`config.mk`:
```
export PLATFORM = sky130hd
export DESIGN_NAME = port_responder
export DESIGN_NICKNAME = d
export VERILOG_FILES = /design/src/rtl/port_responder.sv
export SDC_FILE = /design/constraint.sdc
export NUM_CORES = 1
export LEC_CHECK = 0
export CELL_PAD_IN_SITES_DETAIL_PLACEMENT = 1
export CELL_PAD_IN_SITES_GLOBAL_PLACEMENT = 2
export CORE_UTILIZATION = 37
export DETAILED_ROUTE_END_ITERATION = 10
export GPL_ROUTABILITY_DRIVEN = 0
export PLACE_DENSITY_LB_ADDON = 0.2
export SLEW_MARGIN = 30
export SYNTH_ARGS = -nofsm -noshare
export SYNTH_HDL_FRONTEND = slang
export SYNTH_SLANG_ARGS = --single-unit
```
`constraint.sdc`:
```
create_clock -name clk -period 2.3 [get_ports clk]
set_clock_uncertainty 0.1 [all_clocks]
set_input_delay 0.23 -clock clk [delete_from_list [all_inputs] [get_ports clk]]
set_output_delay 0.23 -clock clk [all_outputs]
set_load 0.01 [all_outputs]
```
`src/rtl/port_responder.sv`:
```
// CPU-facing I/O port block: write-decoded digit/LED/mask registers, debounced
// push-buttons, and a multiplexed 4-digit seven-segment scanner.
module port_responder #(
    parameter logic [15:0] DEBOUNCE_CYCLES = 16'd50000,
    parameter logic [15:0] SCAN_CYCLES     = 16'd1000
) (
    input  logic        clk,
    input  logic        rstn,
    input  logic        write_out,
    input  logic [15:0] out_port,
    input  logic [15:0] out_data,
    input  logic [2:0]  btn_raw,
    output logic [2:0]  in_data,
    output logic [3:0]  digit_sel,
    output logic [6:0]  seg,
    output logic [7:0]  led,
    output logic [7:0]  bad_port_cnt
);

    function automatic logic [6:0] hex7(input logic [3:0] v);
        logic [6:0] s;
        case (v)
            4'h0:    s = 7'h3F;
            4'h1:    s = 7'h06;
            4'h2:    s = 7'h5B;
            4'h3:    s = 7'h4F;
            4'h4:    s = 7'h66;
            4'h5:    s = 7'h6D;
            4'h6:    s = 7'h7D;
            4'h7:    s = 7'h07;
            4'h8:    s = 7'h7F;
            4'h9:    s = 7'h6F;
            4'hA:    s = 7'h77;
            4'hB:    s = 7'h7C;
            4'hC:    s = 7'h39;
            4'hD:    s = 7'h5E;
            4'hE:    s = 7'h79;
            4'hF:    s = 7'h71;
            default: s = 7'h00;
        endcase
        return s;
    endfunction

    logic [2:0]        sync1_q, sync2_q, stable_q, stable_d;
    logic [2:0][15:0]  db_cnt_q, db_cnt_d;
    logic [3:0][3:0]   digit_q, digit_d;
    logic [3:0]        mask_q, mask_d;
    logic [7:0]        led_q, led_d;
    logic [7:0]        bad_q, bad_d;
    logic [15:0]       scan_q, scan_d;
    logic [1:0]        idx_q, idx_d;
    logic [3:0]        digit_sel_q, digit_sel_d;
    logic [6:0]        seg_q, seg_d;

    // Debounce: a level is accepted only after staying different for DEBOUNCE_CYCLES.
    always_comb begin
        stable_d = stable_q;
        db_cnt_d = db_cnt_q;
        for (int i = 0; i < 3; i++) begin
            if (sync2_q[i] == stable_q[i]) begin
                db_cnt_d[i] = 16'd0;
            end else if (db_cnt_q[i] == DEBOUNCE_CYCLES - 16'd1) begin
                stable_d[i] = sync2_q[i];
                db_cnt_d[i] = 16'd0;
            end else begin
                db_cnt_d[i] = db_cnt_q[i] + 16'd1;
            end
        end
    end

    // Port write decode; unmapped ports only bump the saturating error count.
    always_comb begin
        digit_d = digit_q;
        mask_d  = mask_q;
        led_d   = led_q;
        bad_d   = bad_q;
        if (write_out) begin
            case (out_port)
                16'h0000, 16'h0001, 16'h0002, 16'h0003: digit_d[out_port[1:0]] = out_data[3:0];
                16'h0004: led_d  = out_data[7:0];
                16'h0005: mask_d = out_data[3:0];
                default: begin
                    if (bad_q != 8'hFF) begin
                        bad_d = bad_q + 8'd1;
                    end else begin
                        bad_d = bad_q;
                    end
                end
            endcase
        end else begin
            bad_d = bad_q;
        end
    end

    // Scan timer and digit index; index advances on each timer wrap.
    always_comb begin
        if (scan_q == SCAN_CYCLES - 16'd1) begin
            scan_d = 16'd0;
            idx_d  = idx_q + 2'd1;
        end else begin
            scan_d = scan_q + 16'd1;
            idx_d  = idx_q;
        end
    end

    // Display outputs are computed from the current index and registered.
    always_comb begin
        if (mask_q[idx_q]) begin
            digit_sel_d = 4'b0001 << idx_q;
        end else begin
            digit_sel_d = 4'b0000;
        end
        seg_d = hex7(digit_q[idx_q]);
    end

    // State registers.
    always_ff @(posedge clk or negedge rstn) begin
        if (!rstn) begin
            sync1_q     <= 3'b000;
            sync2_q     <= 3'b000;
            stable_q    <= 3'b000;
            db_cnt_q    <= '0;
            digit_q     <= '0;
            mask_q      <= 4'hF;
            led_q       <= 8'h00;
            bad_q       <= 8'h00;
            scan_q      <= 16'd0;
            idx_q       <= 2'd0;
            digit_sel_q <= 4'b0000;
            seg_q       <= 7'h00;
        end else begin
            sync1_q     <= btn_raw;
            sync2_q     <= sync1_q;
            stable_q    <= stable_d;
            db_cnt_q    <= db_cnt_d;
            digit_q     <= digit_d;
            mask_q      <= mask_d;
            led_q       <= led_d;
            bad_q       <= bad_d;
            scan_q      <= scan_d;
            idx_q       <= idx_d;
            digit_sel_q <= digit_sel_d;
            seg_q       <= seg_d;
        end
    end

    assign in_data      = stable_q;
    assign digit_sel    = digit_sel_q;
    assign seg          = seg_q;
    assign led          = led_q;
    assign bad_port_cnt = bad_q;

endmodule

```
==> results of run 1 <==
-- Yosys cell counts, types with 2 or more instances --
cell type  number  area [um^2]
a21oi_1         6         30.0
ha_1           16          200
and2_1          5         31.3
xor2_1         28          245
nand2_1        34          128
nor4b_1         3         26.3
nor2_1         74          278
buf_2           3         15.0
xnor2_1        37          324
clkbuf_1        5         18.8
nand3_1        26          130
and4_1          3         26.3
dfrtp_1       118         2950
nand4_1        14         87.6
a31oi_1         5         31.3
nor3_1         11         55.1
o21ai_0         9         45.0
dfstp_2         4          105
mux4_2          6          135
nor2b_1         3         18.8
nor3b_1         2         15.0
nor4_1          3         18.8
inv_1          11         41.3
mux2_2         34          383
nor4bb_1        2         20.0
o31ai_1         2         15.0
and3_1         23          144
-- area by class of cell --
cell class | count | area share, %
Sequential cell | 122 | 42.9
Clock inverter | 9 | 1.37
Timing Repair Buffer | 71 | 10.1
Multi-Input combinational cell | 358 | 35.3
Clock buffer | 22 | 6.51
Tap cell | 184 | 3.23
Inverter | 11 | 0.579
-- worst paths after layout --
kind / start / to / slack (ns) / cells after the start
setup / recovery: idx_q[0] / seg[3] / 0.21 / 5
hold / removal: btn_raw[0] / sync1_q[0] / 0.16 / 1
setup reg to reg: idx_q[0] / seg[3] / 0.21 / 5
hold reg to reg: sync1_q[1] / sync2_q[1] / 0.25 / 0
max in group asynchronous: rstn / mask_q[0] / 1.14 / 3
min in group asynchronous: rstn / db_cnt_q[41] / 0.25 / 2
-- cells in the final DEF (no fill, tap or decap), types with 9 or more instances in the layout --
cell type	n
and3_1	23
nor2_1	74
dfrtp_1	117
nand3_1	26
nor3_1	11
nand2_1	34
mux2_2	34
inv_1	11
ha_1	16
buf_4	9
clkdlybuf4s50_1	58
clkbuf_16	17
xnor2_1	37
nand4_1	14
o21ai_0	9
xor2_1	28
-- through the flow --
stage | worst slack, ns | util [%] | setup TNS (ns) | instances
after floorplan | 0.390 | - | 0 | 500
after global placement | 0.00508 | 44.6 | 0 | 745
after detailed placement | -0.0229 | 44.6 | -0.135 | 745
after CTS | 0.0785 | 48.5 | 0 | 777
after global routing | 0.119 | 48.5 | 0 | 777
final | 0.215 | 48.5 | 0 | 777
-- registers in the layout (all words and copies together) (netlist names), 4 cells and up --
register	flops
db_cnt_q	48
digit_q	16
scan_q	16
bad_port_cnt	8
led	8
seg	7
digit_sel	4
mask_q	4
-- kinds of logic (layout without fill, tap and decap cells) --
kind of cell    after synthesis  count (layout)  synth area share (%)
compound gates               26              26                  2.72
flops                       122             122                  54.1
fa+ha+maj                    16              16                  3.54
mux                          40              40                  9.16
xor+xnor                     65              65                  10.1
simple gates                211             211                  19.0
buf+inv                      20             113                  1.46
-- worst reg2reg max path: cells and delay by family (launching register included) --
family          cells  cell delay (ns)
compound gates      2             0.26
fa+ha+maj           1             0.27
buf+inv             1             0.18
flops               1             0.51
mux                 1             0.61
-- repair_timing --
item / CTS / global route
endpoints found under the hold margin: 40 / 0
endpoints found under the setup margin: 0 / 1
hold buffers: 1 / 0
resized for setup: 0 / 1
-- per-layer routing --
layer,GRT usage [%],vias to the layer above
li1,-,1887
met1,21.1,1961
met2,29.2,55
met3,5.14,9
met4,4.73,0
met5,0,-
-- power groups by stage --
stage	clock network [mW]	registers (mW)	logic, mW
3_3_place_gp	0	2.35	0.410
3_5_place_dp	0	2.35	0.414
5_1_grt	2.71	2.33	0.455
4_1_cts	2.63	2.31	0.417
6_report	2.55	2.31	0.406
2_1_floorplan	0	2.36	0.134
==> results.json, run 1 <==
{
  "ys_ff_latch": 122,
  "grt_setup_unrepaired": "false",
  "synth_seq_area_share_pct": 54.1,
  "insertion_delay_ns": 0.41,
  "slew-limit-headroom_pct": 58.2,
  "final_antenna_net_count": 0,
  "yosysWarnings": 0,
  "synth_edf_count": 0,
  "avgSynthCellArea_um2": 11.3,
  "p_comb_share_pct": 7.7,
  "overflow": 0,
  "worst_pin_slew_ns": 0.622,
  "clk_pin_slew_ns": 0.06,
  "finalMaxSlewViolations": 0,
  "final.fill_count": 1567,
  "cts-htree-levels": 4,
  "vias": 3912,
  "crit_path_top_delay_cell": "mux4_2",
  "grt_antenna_before_repair": 0,
  "path_buf_inv": 1,
  "cts_tree": "built",
  "max_freq_mhz": 480,
  "cp.arrival_ns": 2.25,
  "grt_pass1_vias": 4358,
  "syn-cell-area_um2": 5660,
  "worstSetupPathType": "reg2reg",
  "grt_start_max_net_pins": 43,
  "synthArstFlopShare_pct": 100,
  "layout-drive-gt1-share_pct": 15.0,
  "drc": 2,
  "cts_made_buffers": 17,
  "fp.dieW_um": 126,
  "synthCells": 500,
  "start_kind": "register",
  "start_util_pct": 38.5,
  "hold_viol_final": 0,
  "synth_ff_type": "dfrtp_1",
  "violations": "DRC",
  "cp-end-kind": "register",
  "top_layer": "met4",
  "final_nets": 635,
  "die-area_um2": 15800,
  "setup_violations": 0,
  "ir_drop_mv": 0.587,
  "drtIter0Drc": 151,
  "postCtsSetupBuffers": 0,
  "synth_nets": 554,
  "area_delta_synth_final_pct": 26.0,
  "dpl_cell_area_um2": 6550,
  "fp.dieH_um": 126,
  "worstPathCellList": "mux4_2 > inv_1 > ha_1 > a21oi_1 > o21ai_0",
  "swShare_pct": 22.6,
  "viasPerCell": 5.03,
  "power.net_switching_mw": 1.19,
  "fin_crit_sh_pct": 90.7,
  "multi_input_area_um2": 2520,
  "routed-wl-met2_um": 6010,
  "fin_crit_ns": 2.09,
  "drt-met1-wl_um": 5500,
  "grt_pass1_wl_um": 21400,
  "hp-class": "in2reg",
  "cp.required_ns": 2.46,
  "ys_types": 40,
  "cts_buffer_depth": 2,
  "placement_rows": 44,
  "power_leakage_nw": 3.19,
  "final-seq-area_um2": 3060,
  "internal_power_mw": 4.08,
  "drv_cap": 0,
  "firstDrtPassIters": 7,
  "power.share.clock_pct": 48.4,
  "diodes": 0,
  "drt-wirelength-per-cell_um": 15.5,
  "total_power_mw": 5.27,
  "dp_hpwl_um": 8510,
  "outcome": "finished, violations left",
  "powerDensity_nw_per_um2": 740,
  "postLayoutCellArea_um2": 7130,
  "core-area_um2": 14700,
  "port_buffers": 59,
  "holdWs_ns": 0.164,
  "p_seq_share_pct": 43.9,
  "ctsRootBufferMaster": "clkbuf_16",
  "dr_wl_met3_um": 450,
  "path_max_fanout": 8,
  "cp_top_family": "multiplexers",
  "cts.sinks": 122,
  "ios": 68,
  "slowest_delay_ns": 0.61,
  "routed_wl_um": 12100,
  "track_usage_pct": 17.2
}
Note: power is estimated with default switching activity, not from simulation.
==> run 2: changes to the inputs <==
Settings changed: CAP_MARGIN set to 40.
==> results of run 2 <==
No change in the layout: final DEF, timing and power equal those of run 1.
==> run 3: changes to the inputs <==
Settings changed: GPL_ROUTABILITY_DRIVEN 0 to unset, GPL_TIMING_DRIVEN set to 0.
==> run 3 against run 2 <==
Compared with the run above:
- maximum frequency shrank 1.9%
- clock-buffer cell count is the same
- largest cell class unchanged
- setup slack lost 0.041 ns
- via count grew 1.1%
- register-to-register slack lost 0.04 ns
- the flow still finishes with violations (DRC)
- sequential cell count is the same
- critical path type unchanged
- wire length grew 0.54%
- non-clock buffer count shrank 1
- core utilization shrank 0.23 points
- sequential power is essentially flat
- cell count is the same
- global-route usage grew 0.19 points
==> results.json, run 3 (synthesized netlist as in run 1, its figures left out) <==
{
  "cts_tree": "built",
  "insertion_delay_ns": 0.41,
  "grt_start_max_net_pins": 77,
  "max_flop_register": "db_cnt_q",
  "reg.largest.list": "db_cnt_q x48, digit_q x16, scan_q x16",
  "cts-htree-levels": 4,
  "layout_commonest_cell": "dfrtp_1",
  "violations": "DRC",
  "fin_crit_ns": 2.13,
  "finalMaxSlewViolations": 0,
  "final_nets": 634,
  "dp_slack_ns": -0.116,
  "dp.cells": 744,
  "path_max_fanout": 6,
  "worst_pin_slew_ns": 0.550,
  "start_kind": "register",
  "fin_ws_ns": 0.174,
  "r2r-end": "seg[3]",
  "final_cell_mix": "118 x dfrtp_1, 74 x nor2_1, 58 x clkdlybuf4s50_1",
  "firstDrtPassIters": 7,
  "hold-path-endpoint": "sync1_q[0]",
  "max_freq_mhz": 470,
  "min_from": "btn_raw[0]",
  "whs_path_depth": 1,
  "overflow": 0,
  "cp.required_ns": 2.47,
  "dp_hpwl_um": 8590,
  "place.gp.congestion": 0.730,
  "fin_cells": 777,
  "cp-end-kind": "register",
  "r2r_setup_slack_ns": 0.17,
  "power_leakage_nw": 3.15,
  "port_buffers": 59,
  "layout-drive-gt1-share_pct": 14.3,
  "cp.arrival_ns": 2.29,
  "timing.rr.start": "idx_q[0]",
  "vias": 3954,
  "track_usage_pct": 17.3,
  "cts.sinks": 122,
  "diodes": 0,
  "viasPerCell": 5.09,
  "outcome": "finished, violations left",
  "core-area_um2": 14700,
  "die-area_um2": 15800,
  "fin_crit_sh_pct": 92.4,
  "worstSetupPathType": "reg2reg",
  "ios": 68,
  "fp.dieH_um": 126,
  "drv_cap": 0,
  "final_antenna_net_count": 0,
  "largest_reg_flops": 48,
  "total_power_mw": 5.25,
  "cts_made_buffers": 17,
  "grt_pass1_wl_um": 21700,
  "grt_pass1_vias": 4356,
  "drc": 2,
  "slew-limit-headroom_pct": 63.0,
  "placement_rows": 44,
  "clk_pin_slew_ns": 0.05,
  "worstRegToRegCells": 7,
  "power.net_switching_mw": 1.23,
  "p_seq_share_pct": 44.1,
  "p_comb_share_pct": 7.8,
  "drtIter0Drc": 124,
  "routed_wl_um": 12100,
  "area_delta_synth_final_pct": 25.4,
  "start_util_pct": 38.5,
  "powerDensity_nw_per_um2": 740,
  "hp-class": "in2reg",
  "cts_buffer_depth": 2,
  "ir_drop_mv": 0.506,
  "ctsRootBufferMaster": "clkbuf_16",
  "setup_violations": 0,
  "grt_antenna_before_repair": 0,
  "drt-wirelength-per-cell_um": 15.6,
  "hold_viol_final": 0,
  "fp.dieW_um": 126,
  "swShare_pct": 23.5,
  "postCtsSetupBuffers": 0,
  "internal_power_mw": 4.02,
  "power.share.clock_pct": 48.1
}
run 3: stage by stage:
stage	util (%)	instance area (um^2)	TNS, ns	hold slack (ns)
CTS	48.2	7090	0	0.139
global route	48.3	7090	-0.00746	0.156
global placement	44.1	6480	-472.92	0.233
finish	48.3	7090	0	0.161
floorplan	-	5660	0	-0.166
detailed placement	44.3	6510	-1.52	0.0498
run 3: power groups by stage:
| stage | Combinational, mW | Sequential (mW) | Clock (mW) |
|---|---|---|---|
| floorplan | 0.134 | 2.36 | 0 |
| global placement | 0.403 | 2.35 | 0 |
| detailed placement | 0.419 | 2.35 | 0 |
| CTS | 0.421 | 2.32 | 2.60 |
| global route | 0.458 | 2.33 | 2.70 |
| finish | 0.410 | 2.31 | 2.53 |
run 3: repair_timing:
action	4_1_cts	5_1_grt
resized for setup	0	2
endpoints found under the setup margin	0	1
hold endpoints to repair	46	0
hold buffers	1	0
run 3: area by class of cell:
| class | instances | area, um^2 |
|---|---|---|
| Buffer | 9 | 43.8 |
| Clock buffer | 22 | 474 |
| Clock inverter | 10 | 93.8 |
| Fill cell | 1564 | 7610 |
| Inverter | 11 | 41.3 |
| Multi-Input combinational cell | 358 | 2520 |
| Sequential cell | 122 | 3060 |
| Tap cell | 184 | 230 |
| Timing Repair Buffer | 61 | 633 |
run 3: metal layers:
layer	global-route usage [%]	vias up	share of wire, %	routed length (um)
met5	0	-	0	0
met4	5.38	0	0.88	107
li1	-	1879	-	-
met1	21.7	2020	46	5520
met2	29.2	49	50	6100
met3	4.84	6	3.2	390
run 3: worst max-delay path, stage by stage (launching register included):
cell	delay, ns
dfrtp_1	0.38
clkbuf_4	0.23
mux4_2	0.59
inv_1	0.19
ha_2	0.26
nor2_1	0.06
a21oi_1	0.10
o21ai_0	0.09
run 3: how the worst max path moves through the flow:
stage,from,endpoint,slack (ns),depth (start not counted)
2_1_floorplan,idx_q[0],seg[3],0.39,6
3_3_place_gp,rstn,scan_q[8],-3.93,1
3_5_place_dp,out_port[8],led[2],-0.12,7
4_1_cts,idx_q[0],seg[3],0.07,7
5_1_grt,idx_q[0],seg[3],-0.007,7
6_report,idx_q[0],seg[3],0.17,7
